$ cat config.mk
export PLATFORM = sky130hd
export DESIGN_NAME = ciclo_monitor_fsm
export DESIGN_NICKNAME = d
export VERILOG_FILES = /design/src/rtl/ciclo_monitor_fsm.sv
export SDC_FILE = /design/constraint.sdc
export NUM_CORES = 1
export LEC_CHECK = 0
export CAP_MARGIN = 20
export CORE_MARGIN = 5
export CORE_UTILIZATION = 43
export DETAILED_ROUTE_END_ITERATION = 8
export GPL_ROUTABILITY_DRIVEN = 0
export PLACE_DENSITY = 0.85
export RECOVER_POWER = 25
export SETUP_SLACK_MARGIN = 0.5
export SKIP_CTS_REPAIR_TIMING = 1
export SLEW_MARGIN = 30
export SYNTH_ARGS = -nofsm -noshare
export SYNTH_HDL_FRONTEND = slang
export SYNTH_SLANG_ARGS = --single-unit
$ cat constraint.sdc
create_clock -name clk -period 2 [get_ports clk]
set_input_delay 0.2 -clock clk [delete_from_list [all_inputs] [get_ports clk]]
set_output_delay 0.2 -clock clk [all_outputs]
set_load 0.01 [all_outputs]
$ cat src/rtl/ciclo_monitor_fsm.sv
// Watches the free-running cycle register: flags threshold matches and wraps,
// counts wraps and raises a sticky alarm after WRAP_LIMIT of them until acked.
//
// state | meaning
// IDLE  | monitoring off, prev held, ack clears wrap_count
// PRIME | first sample captured into prev, nothing evaluated yet
// TRACK | every sample compared against prev and threshold
// ALARM | wrap limit reached, frozen until ack
module ciclo_monitor_fsm #(
  parameter int WIDTH      = 8,
  parameter int WRAP_LIMIT = 4,
  parameter int CNT_W      = 4
) (
  input  logic             clk,
  input  logic             reset,
  input  logic             enable,
  input  logic [WIDTH-1:0] count_in,
  input  logic [WIDTH-1:0] threshold,
  input  logic             ack,
  output logic             match_pulse,
  output logic             wrap_pulse,
  output logic [CNT_W-1:0] wrap_count,
  output logic             alarm,
  output logic [1:0]       state_o
);

  typedef enum logic [1:0] {
    IDLE  = 2'b00,
    PRIME = 2'b01,
    TRACK = 2'b10,
    ALARM = 2'b11
  } state_t;

  localparam logic [CNT_W-1:0] LIMIT = CNT_W'(WRAP_LIMIT);

  state_t           state_q, state_d;
  logic [WIDTH-1:0] prev_q, prev_d;
  logic             match_q, match_d;
  logic             wrap_q, wrap_d;
  logic [CNT_W-1:0] cnt_q, cnt_d;
  logic             alarm_q, alarm_d;
  logic             is_wrap, is_match;
  logic [CNT_W-1:0] cnt_inc;

  always_ff @(posedge clk or posedge reset) begin
    if (reset) begin
      state_q <= IDLE;
      prev_q  <= '0;
      match_q <= 1'b0;
      wrap_q  <= 1'b0;
      cnt_q   <= '0;
      alarm_q <= 1'b0;
    end else begin
      state_q <= state_d;
      prev_q  <= prev_d;
      match_q <= match_d;
      wrap_q  <= wrap_d;
      cnt_q   <= cnt_d;
      alarm_q <= alarm_d;
    end
  end

  always_comb begin
    state_d  = state_q;
    prev_d   = prev_q;
    match_d  = 1'b0;
    wrap_d   = 1'b0;
    cnt_d    = cnt_q;
    alarm_d  = alarm_q;
    // A held value equal to threshold must not re-fire, hence the prev check.
    is_wrap  = (count_in < prev_q);
    is_match = (count_in == threshold) && (prev_q != threshold);
    cnt_inc  = cnt_q + CNT_W'(1);

    case (state_q)
      IDLE: begin
        if (ack)    cnt_d   = '0;
        if (enable) state_d = PRIME;
      end
      PRIME: begin
        if (ack) cnt_d = '0;
        prev_d  = count_in;
        state_d = enable ? TRACK : IDLE;
      end
      TRACK: begin
        if (!enable) begin
          state_d = IDLE;
          if (ack) cnt_d = '0;
        end else begin
          prev_d  = count_in;
          wrap_d  = is_wrap;
          match_d = is_match;
          // ack wins over a same-cycle increment, so the alarm cannot rise then.
          if (ack) begin
            cnt_d = '0;
          end else if (is_wrap) begin
            cnt_d = cnt_inc;
            if (cnt_inc == LIMIT) begin
              alarm_d = 1'b1;
              state_d = ALARM;
            end
          end
        end
      end
      ALARM: begin
        if (ack) begin
          alarm_d = 1'b0;
          cnt_d   = '0;
          state_d = enable ? PRIME : IDLE;
        end
      end
      default: state_d = IDLE;
    endcase
  end

  assign match_pulse = match_q;
  assign wrap_pulse  = wrap_q;
  assign wrap_count  = cnt_q;
  assign alarm       = alarm_q;
  assign state_o     = state_q;

endmodule

==> impl_metrics.yaml, run 1 <==
run_status:
  status: "finished clean"
run:
  drv_cap: 0
final_layout:
  final_cell_mix: "buf_4, clkdlybuf4s50_1, xor2_1, dfrtp_1, nand2_1"
  fin_area_mm2: 0.00178
  syn_to_final_growth_pct: 59.7
  diodes: 0
  drive_above_1_share_pct: 32.0
  final_common_cell: "buf_4"
  finalCoreUtilization_pct: 71.7
  nNetsFinal: 202
drt:
  drcViolationCount: 0
  drtIter0Drc: 35
  wl_per_cell_um: 14.6
  vias_per_cell: 5.16
  ant_nets: 0
  drt-pass1-iter-count: 4
  routed_wl_mm: 2.96
  vias: 1042
setup_path:
  arrival_ps: 2120
  critical_path.endpoint_type: "register"
  critPathBufInv: 1
  path_delay_family: "compound AO/OA/AOI/OAI gates"
  critPathMaxFanout: 3
  cp_slowest_cell: "dfrtp_1"
  crit_chain: "inv_2, ha_4, a41o_2, a211o_1, a31oi_4, nand4_1, mux2_4"
  worst_path_largest_cell_delay_ps: 410
  required_ps: 2190
  critical_path_class: "register to register"
  crit_path_start_kind: "register"
clock_tree:
  clkSlewWorstSetupHoldPaths_ps: 100
  clkLatencyLatePin_ps: 290
  root_buffer: "clkbuf_4"
  cts_max_level: 1
  cts.sinks: 17
  cts_tree: "done"
  numCtsBuffers: 3
  clockBufferDepth: 2
placement:
  dp_hpwl_mm: 2.16
  dpl-instance-area_mm2: 0.00157
  io_buffers: 28
yosys:
  ys.flop_type: "dfrtp_1"
  avgSynthCellArea_um2: 9.76
  synth_seq_cells: 17
  synth.distinct_cells: 33
  syn_inst: 114
  synth_nets: 143
  synthesis.area_mm2: 0.00111
  async_flop_share_pct: 100
  synth_warnings: 0
  synth_edf_count: 0
  ys_seq_area_share_pct: 38.2
sta:
  relSlewSlack_pct: 55.0
  tightest_slew_ps: 675
  final_max_slew_viol_count: 0
  setup_violations: 0
  rsz0062_at_grt: "true"
  fmax_mhz: 518
  finalCriticalPeriod_ps: 1930
  hold_viol: 0
  min_period_over_period_pct: 96.6
  clock_skew_ps: 5.40
floorplan:
  initial_core_util_pct: 44.9
  die_area_mm2: 0.00370
  rows: 18
  die_x_um: 60.9
  ios: 29
  core_mm2: 0.00248
  die_h_um: 60.9
min_path:
  hp-class: "input pin to register"
global_route:
  overflow: 0
  gr-usage-all-layers_pct: 16.0
  grt_pass1_vias: 1084
  grt_max_degree: 18
  grt_pass1_wl_mm: 4.44
  antenna_found_initial: 0
pwr:
  p_per_area_mw_per_mm2: 931
  max-vdd-ir-drop_v: 0.000612
  p_leak_nw: 0.836
## cell families (layout without fill, tap and decap cells)
kind of cell,after synthesis,in the layout,synth area share [%]
xor gates and xnor gates,18,18,14.2
adders and majority gates,9,9,10.1
and+or+nand+nor,33,33,15.6
DFF,17,17,38.2
buffers and inverters,11,69,3.71
AOI/OAI and AO/OA,23,23,15.2
muxes,3,3,2.92
## metal layers
layer / track usage [%] / wire (um)
met1: 18.1 / 1250
met2: 29.8 / 1560
met3: 2.98 / 126
met4: 5.57 / 17
met5: 0 / 0
## report_power, final
part | leakage [nW] | total [W] | switching, W | internal (W)
Combinational | 0.607 | 0.000936 | 0.000425 | 0.000512
Clock | 0.0150 | 0.000186 | 0.000108 | 0.0000775
Sequential | 0.214 | 0.000532 | 0.0000794 | 0.000453
Total | 0.836 | 0.00165 | 0.000612 | 0.00104
## through the flow
stage / setup TNS (ps) / instances / setup WS [ps] / hold WS, ps / power (W)
2_1_floorplan: 0 / 114 / 64.8 / 126 / 0.000995
3_3_place_gp: -845 / 183 / -214 / 497 / 0.00125
3_5_place_dp: -1070 / 183 / -262 / 498 / 0.00127
4_1_cts: 0 / 187 / 49.0 / 314 / 0.00146
5_1_grt: 0 / 202 / 7.87 / 295 / 0.00180
6_report: 0 / 202 / 69.0 / 279 / 0.00165
## flip-flops by register name, summed over array words and instances (netlist names)
signal	count
wrap_count	4
prev_q	8
state_o	2
wrap_pulse	1
match_pulse	1
alarm	1
## final timing paths
check / from / endpoint / slack (ps) / depth (start not counted)
setup / recovery: prev_q[6] / wrap_count[3] / 70 / 7
hold / removal: count_in[6] / prev_q[6] / 280 / 3
setup reg to reg: prev_q[6] / wrap_count[3] / 70 / 7
hold reg to reg: alarm / alarm / 540 / 1
max in group asynchronous: reset / wrap_count[0] / 1090 / 2
min in group asynchronous: reset / wrap_count[3] / 430 / 2
## worst min-delay path: cells and delay by family
| family | cells | cell delay [ps] |
|---|---|---|
| buffers and inverters | 1 | 180 |
| and+or+nand+nor | 1 | 70 |
| AOI/OAI and AO/OA | 1 | 70 |
## Yosys cell counts, types with 2 or more instances
cell type   n  area, um^2
a21oi_1     2        10.0
clkbuf_1    2        7.51
dfrtp_1    17         425
ha_1        9         113
inv_1       9        33.8
nand2_1    11        41.3
nand2b_1    3        18.8
nand3_1     4        20.0
nand4_1     2        12.5
nor2_1      5        18.8
nor4_1      3        18.8
o21ai_0    10        50.1
xnor2_1     5        43.8
xor2_1     13         114
## layout make-up
| cell class | instances | area (um^2) |
|---|---|---|
| flip-flops and latches | 17 | 430 |
| clock buffers | 4 | 26.3 |
| multi-input cells | 86 | 741 |
| fillers | 191 | 701 |
| well taps | 30 | 37.5 |
| inverters | 9 | 33.8 |
| repair buffers | 56 | 508 |
Power figures use the tool's default switching activity.
==> run 2, diff against run 1 <==
--- a/config.mk
+++ b/config.mk
@@ -14,7 +14,7 @@
 export RECOVER_POWER = 25
 export SETUP_SLACK_MARGIN = 0.5
 export SKIP_CTS_REPAIR_TIMING = 1
-export SLEW_MARGIN = 30
+export SLEW_MARGIN = 0
 export SYNTH_ARGS = -nofsm -noshare
 export SYNTH_HDL_FRONTEND = slang
 export SYNTH_SLANG_ARGS = --single-unit
==> results of run 2 <==
Final layout, timing and power as in run 1 (identical DEF).
==> run 3, diff against run 2 <==
--- a/config.mk
+++ b/config.mk
@@ -8,6 +8,7 @@
 export CAP_MARGIN = 20
 export CORE_MARGIN = 5
 export CORE_UTILIZATION = 43
+export CTS_CLUSTER_DIAMETER = 100
 export DETAILED_ROUTE_END_ITERATION = 8
 export GPL_ROUTABILITY_DRIVEN = 0
 export PLACE_DENSITY = 0.85
==> results of run 3 <==
Final layout, timing and power as in run 1 (identical DEF).
==> edit 1: new RTL, flow settings as in run 1 <==
Put one more register stage on the output `wrap_count`, cleared by the reset. The value now appears one clock later. The other outputs are not delayed to match.
--- a/src/rtl/ciclo_monitor_fsm.sv
+++ b/src/rtl/ciclo_monitor_fsm.sv
@@ -115,7 +115,13 @@
 
   assign match_pulse = match_q;
   assign wrap_pulse  = wrap_q;
-  assign wrap_count  = cnt_q;
+  always_ff @(posedge clk or posedge reset) begin
+    if (reset) begin
+      wrap_count <= '0;
+    end else begin
+      wrap_count <= cnt_q;
+    end
+  end
   assign alarm       = alarm_q;
   assign state_o     = state_q;
 
Function: changed (a bounded check fails within 4 cycles, from zero or initial values and one cycle with reset high).
==> edit 1 against run 1 <==
Core utilization decreased by 6.7 points. Via count grew 1.1%. Die area up 6.8%. Maximum frequency is 3.2% lower. Final area is 0.77% lower. Sequential cell count rose by 4. Area after synthesis increased by 8.2%. Clock skew is 0.0097 ns higher. Wire length grew 1.7%. Worst setup slack got worse by 0.065 ns. Highest routed layer unchanged. Count of clock-buffer cells in the layout down 1. Power grew 0.67%. Hold slack got worse by 0.021 ns.
==> edit 1: results (changes against run 1) <==
metric	value	unit	change
yosys.area_share.adder	9.356	%	-0.77 points
holdWs	0.2580	ns	-0.02089 ns
met3_wirelength	103	um	-18%
drive_above_1_share	22.67	%	-9.3 points
hold_class	in2reg		
cts_buffer_depth	2		unchanged
regToRegSetupSlack	0.004	ns	-0.06 ns
cp_max_fo	6		+3
synth_common_cells	dfrtp_1, xor2_1, inv_1		
ys_seq_area_share	43.66	%	+5.4 points
dpl.cell_count	190		+3.8%
met2_usage	23.21	%	-6.6 points
nFillCells	224		+17%
placed_area	0.001579	sq mm	+0.80%
drtIter0Drc	53		+51%
vias	1053		+1.1%
fmax	501.1	MHz	-3.2%
synth-async-reset-ratio	100.0	%	unchanged
dr_wl_met2	1.588	mm	+1.9%
skew	0.01508	ns	+0.009679 ns
min_to	prev_q[5]$_DFFE_PP0P_		
synth.area.mux_share	1.767	%	-1.2 points
grt_max_degree	22		+4
synth_fp_nets	153		+7.0%
num_antenna_cells	0		unchanged
synth_xor_xnor_area_share	13.83	%	-0.35 points
report.final.slew_viol_count	0		unchanged
path_clk_slew	0.14	ns	+0.04 ns
root_buffer	clkbuf_4		
ir_worst_vdd	0.6820	mV	+11%
dp_hpwl	2.096	mm	-2.8%
synth_compound_area_share	12.06	%	-3.1 points
wl_met1	1.305	mm	+4.2%
outcome	completed		
synth_cells	124		+8.8%
holdPathStages	4		+1
grtUsageTotal	13.80	%	-2.2 points
layout.cells.non_filler	203		+0.50%
grt_pass1_vias	992		-8.5%
worst_slew_pin_slew	1.195	ns	+0.5205 ns
worstSetupEndpoint	cnt_q[3]$_DFFE_PP0P_		
met3_usage	3.417	%	+0.44 points
synth_cell_types	30		-9.1%
wire_per_inst	14.80	um	+1.2%
use_met1	16.95	%	-1.1 points
maxUsedRoutingLayer	met4		
register_area	530.5	sq um	+23%
yosysWarnings	0		unchanged
clock_latency	0.31	ns	+0.02 ns
crit_arrival	2.25	ns	+0.13 ns
hp-start	count_in[5]		
==> edit 1: changes by cell type in the layout (fill, tap and decap cells not counted), moves of 3 or more <==
cell and change:
buf_4 -8, dfrtp_1 +4, o21ai_0 +3, inv_1 +7
==> edit 1: where the power goes <==
part	leakage [uW]	total [uW]	switching [uW]	internal, uW
combinational	0.000558	816	404	412
clock	0.0000139	215	139	76.1
sequential	0.000270	634	95.5	539
total	0.000843	1670	639	1030
==> edit 1: cells by family after synthesis <==
| logic type | Yosys count |
|---|---|
| fa+ha+maj | 9 |
| xor+xnor | 19 |
| buf+inv | 17 |
| mux | 2 |
| flops | 21 |
| compound gates | 25 |
| simple gates | 31 |
==> edit 1: layout make-up <==
class | count | area share, %
clock buffers | 3 | 1.278
well taps | 31 | 2.200
inverters | 14 | 2.981
multi-input cells | 86 | 38.68
flip-flops and latches | 21 | 30.09
repair buffers | 47 | 24.34
clock inverters | 1 | 0.4258
==> edit 2: new RTL, settings of run 1 <==
Without the edit above. Set the parameter `WIDTH` to 12 (it was 8).
--- a/src/rtl/ciclo_monitor_fsm.sv
+++ b/src/rtl/ciclo_monitor_fsm.sv
@@ -7,7 +7,7 @@
 // TRACK | every sample compared against prev and threshold
 // ALARM | wrap limit reached, frozen until ack
 module ciclo_monitor_fsm #(
-  parameter int WIDTH      = 8,
+  parameter int WIDTH      = 12,
   parameter int WRAP_LIMIT = 4,
   parameter int CNT_W      = 4
 ) (
Ports: changed (resized count_in and threshold); port bits go from 29 to 37. No check against the original RTL was run, so the function may have changed too.
==> edit 2 against run 1 <==
The run now ends with negative setup slack left. Non-clock buffer count is 15 higher. Clock skew fell by 0.0026 ns. Clock power is 24% higher. Final area rose by 32%. Wire length is 35% higher. Power grew 33%. Sequential cell count grew 4. Core utilization shrank 0.93 points. Worst setup slack lost 0.076 ns. Final cell count is 33% higher. Synthesized cell count up 32%. Combinational power is 38% higher. Area after synthesis grew 32%. Critical path type unchanged.
==> edit 2: results (changes against run 1) <==
metric	value	unit	change
finalSetupTns	-0.007303	ns	-0.007303 ns
synth-async-reset-ratio	100.0	%	unchanged
worst_path_max_delay_cell	a221o_2		
nNetsFinal	265		+31%
wire_per_inst	14.81	um	+1.2%
grt_pass1_wl	5.837	mm	+31%
p_sw	905.3	uW	+48%
drive_above_1_share	31.39	%	-0.59 points
cpPeakStageDelay	0.43	ns	+0.02 ns
nFillCells	250		+31%
synth_common_cells	dfrtp_1, xor2_1, o21ai_0		
outcome	finished, violations left		
vias_per_cell	5.015		-2.8%
portBuffers	36		+29%
largest_reg_flops	12		+4
drtIter0Drc	33		-5.7%
critPathTopFamily	compound AO/OA/AOI/OAI gates		
p_leak	0.001186	uW	+42%
setup_violations	1		+1
ir_worst_vdd	0.5974	mV	-2.4%
placed_area	0.002102	sq mm	+34%
cp_max_fo	4		+1
relSlewSlack	21.69	%	-33 points
synth_cell_types	34		+3.0%
path_clk_slew	0.13	ns	+0.03 ns
dpl.cell_count	254		+39%
grt_max_degree	22		+4
drt_wl_total	3.985	mm	+35%
skew	0.002789	ns	-0.002611 ns
drc_errors	0		unchanged
violations	negative setup slack		
grt_pass1_vias	1311		+21%
crit_arrival	2.24	ns	+0.12 ns
clock_latency	0.33	ns	+0.04 ns
multi_input_area	0.001016	sq mm	+37%
grtUsageTotal	17.28	%	+1.3 points
setup_slack	-0.007303	ns	-0.07625 ns
dp_slack	-0.2945	ns	-0.03270 ns
avgSynthCellArea	9.695	sq um	-0.64%
synth_fp_nets	192		+34%
==> edit 2: final timing paths <==
kind                                        from                        end  slack, ns  cells past startpoint
max                        prev_q[3]$_DFFE_PP0P_  wrap_count[2]$_DFFE_PP0P_     -0.007                      7
min                                  count_in[4]      prev_q[4]$_DFFE_PP0P_       0.22                      4
max reg2reg                prev_q[3]$_DFFE_PP0P_  wrap_count[2]$_DFFE_PP0P_     -0.007                      7
min reg2reg                    alarm$_DFFE_PP0P_          alarm$_DFFE_PP0P_       0.57                      1
max in group asynchronous                  reset  wrap_count[0]$_DFFE_PP0P_       0.56                      3
min in group asynchronous                  reset       wrap_pulse$_DFF_PP0_       0.67                      3
==> edit 2: kinds of logic after synthesis <==
family / count (synthesis) / share of synthesized area (%)
AO/OA/AOI/OAI: 26 / 10.94
XOR/XNOR: 27 / 16.15
adder cells (fa/ha/maj): 13 / 11.11
buffers and inverters: 16 / 4.103
flip-flops: 21 / 35.90
multiplexers: 5 / 3.760
AND/OR/NAND/NOR: 43 / 18.03
==> edit 2: layer usage <==
metal,GRT usage [%],vias up,wire (um)
met1,18.72,640,1589
met5,0,-,0
met2,33.33,37,2138
li1,-,666,-
met3,3.284,6,200
met4,5.211,0,56
==> edit 2: cell type report <==
cell class	count	area share (%)
clock buffers	3	0.9610
clock inverters	1	0.2136
inverters	13	2.189
multi-input cells	114	43.35
flip-flops and latches	21	22.58
well taps	46	2.456
repair buffers	71	28.24
==> edit 2: power groups by stage <==
| stage | combinational, uW | sequential [uW] | clock [uW] |
|---|---|---|---|
| after CTS | 1110 | 684 | 222 |
| final | 1290 | 690 | 230 |
| after floorplan | 660 | 688 | 0 |
| after global routing | 1420 | 703 | 241 |
| after detailed placement | 1110 | 690 | 0 |
| after global placement | 1060 | 685 | 0 |
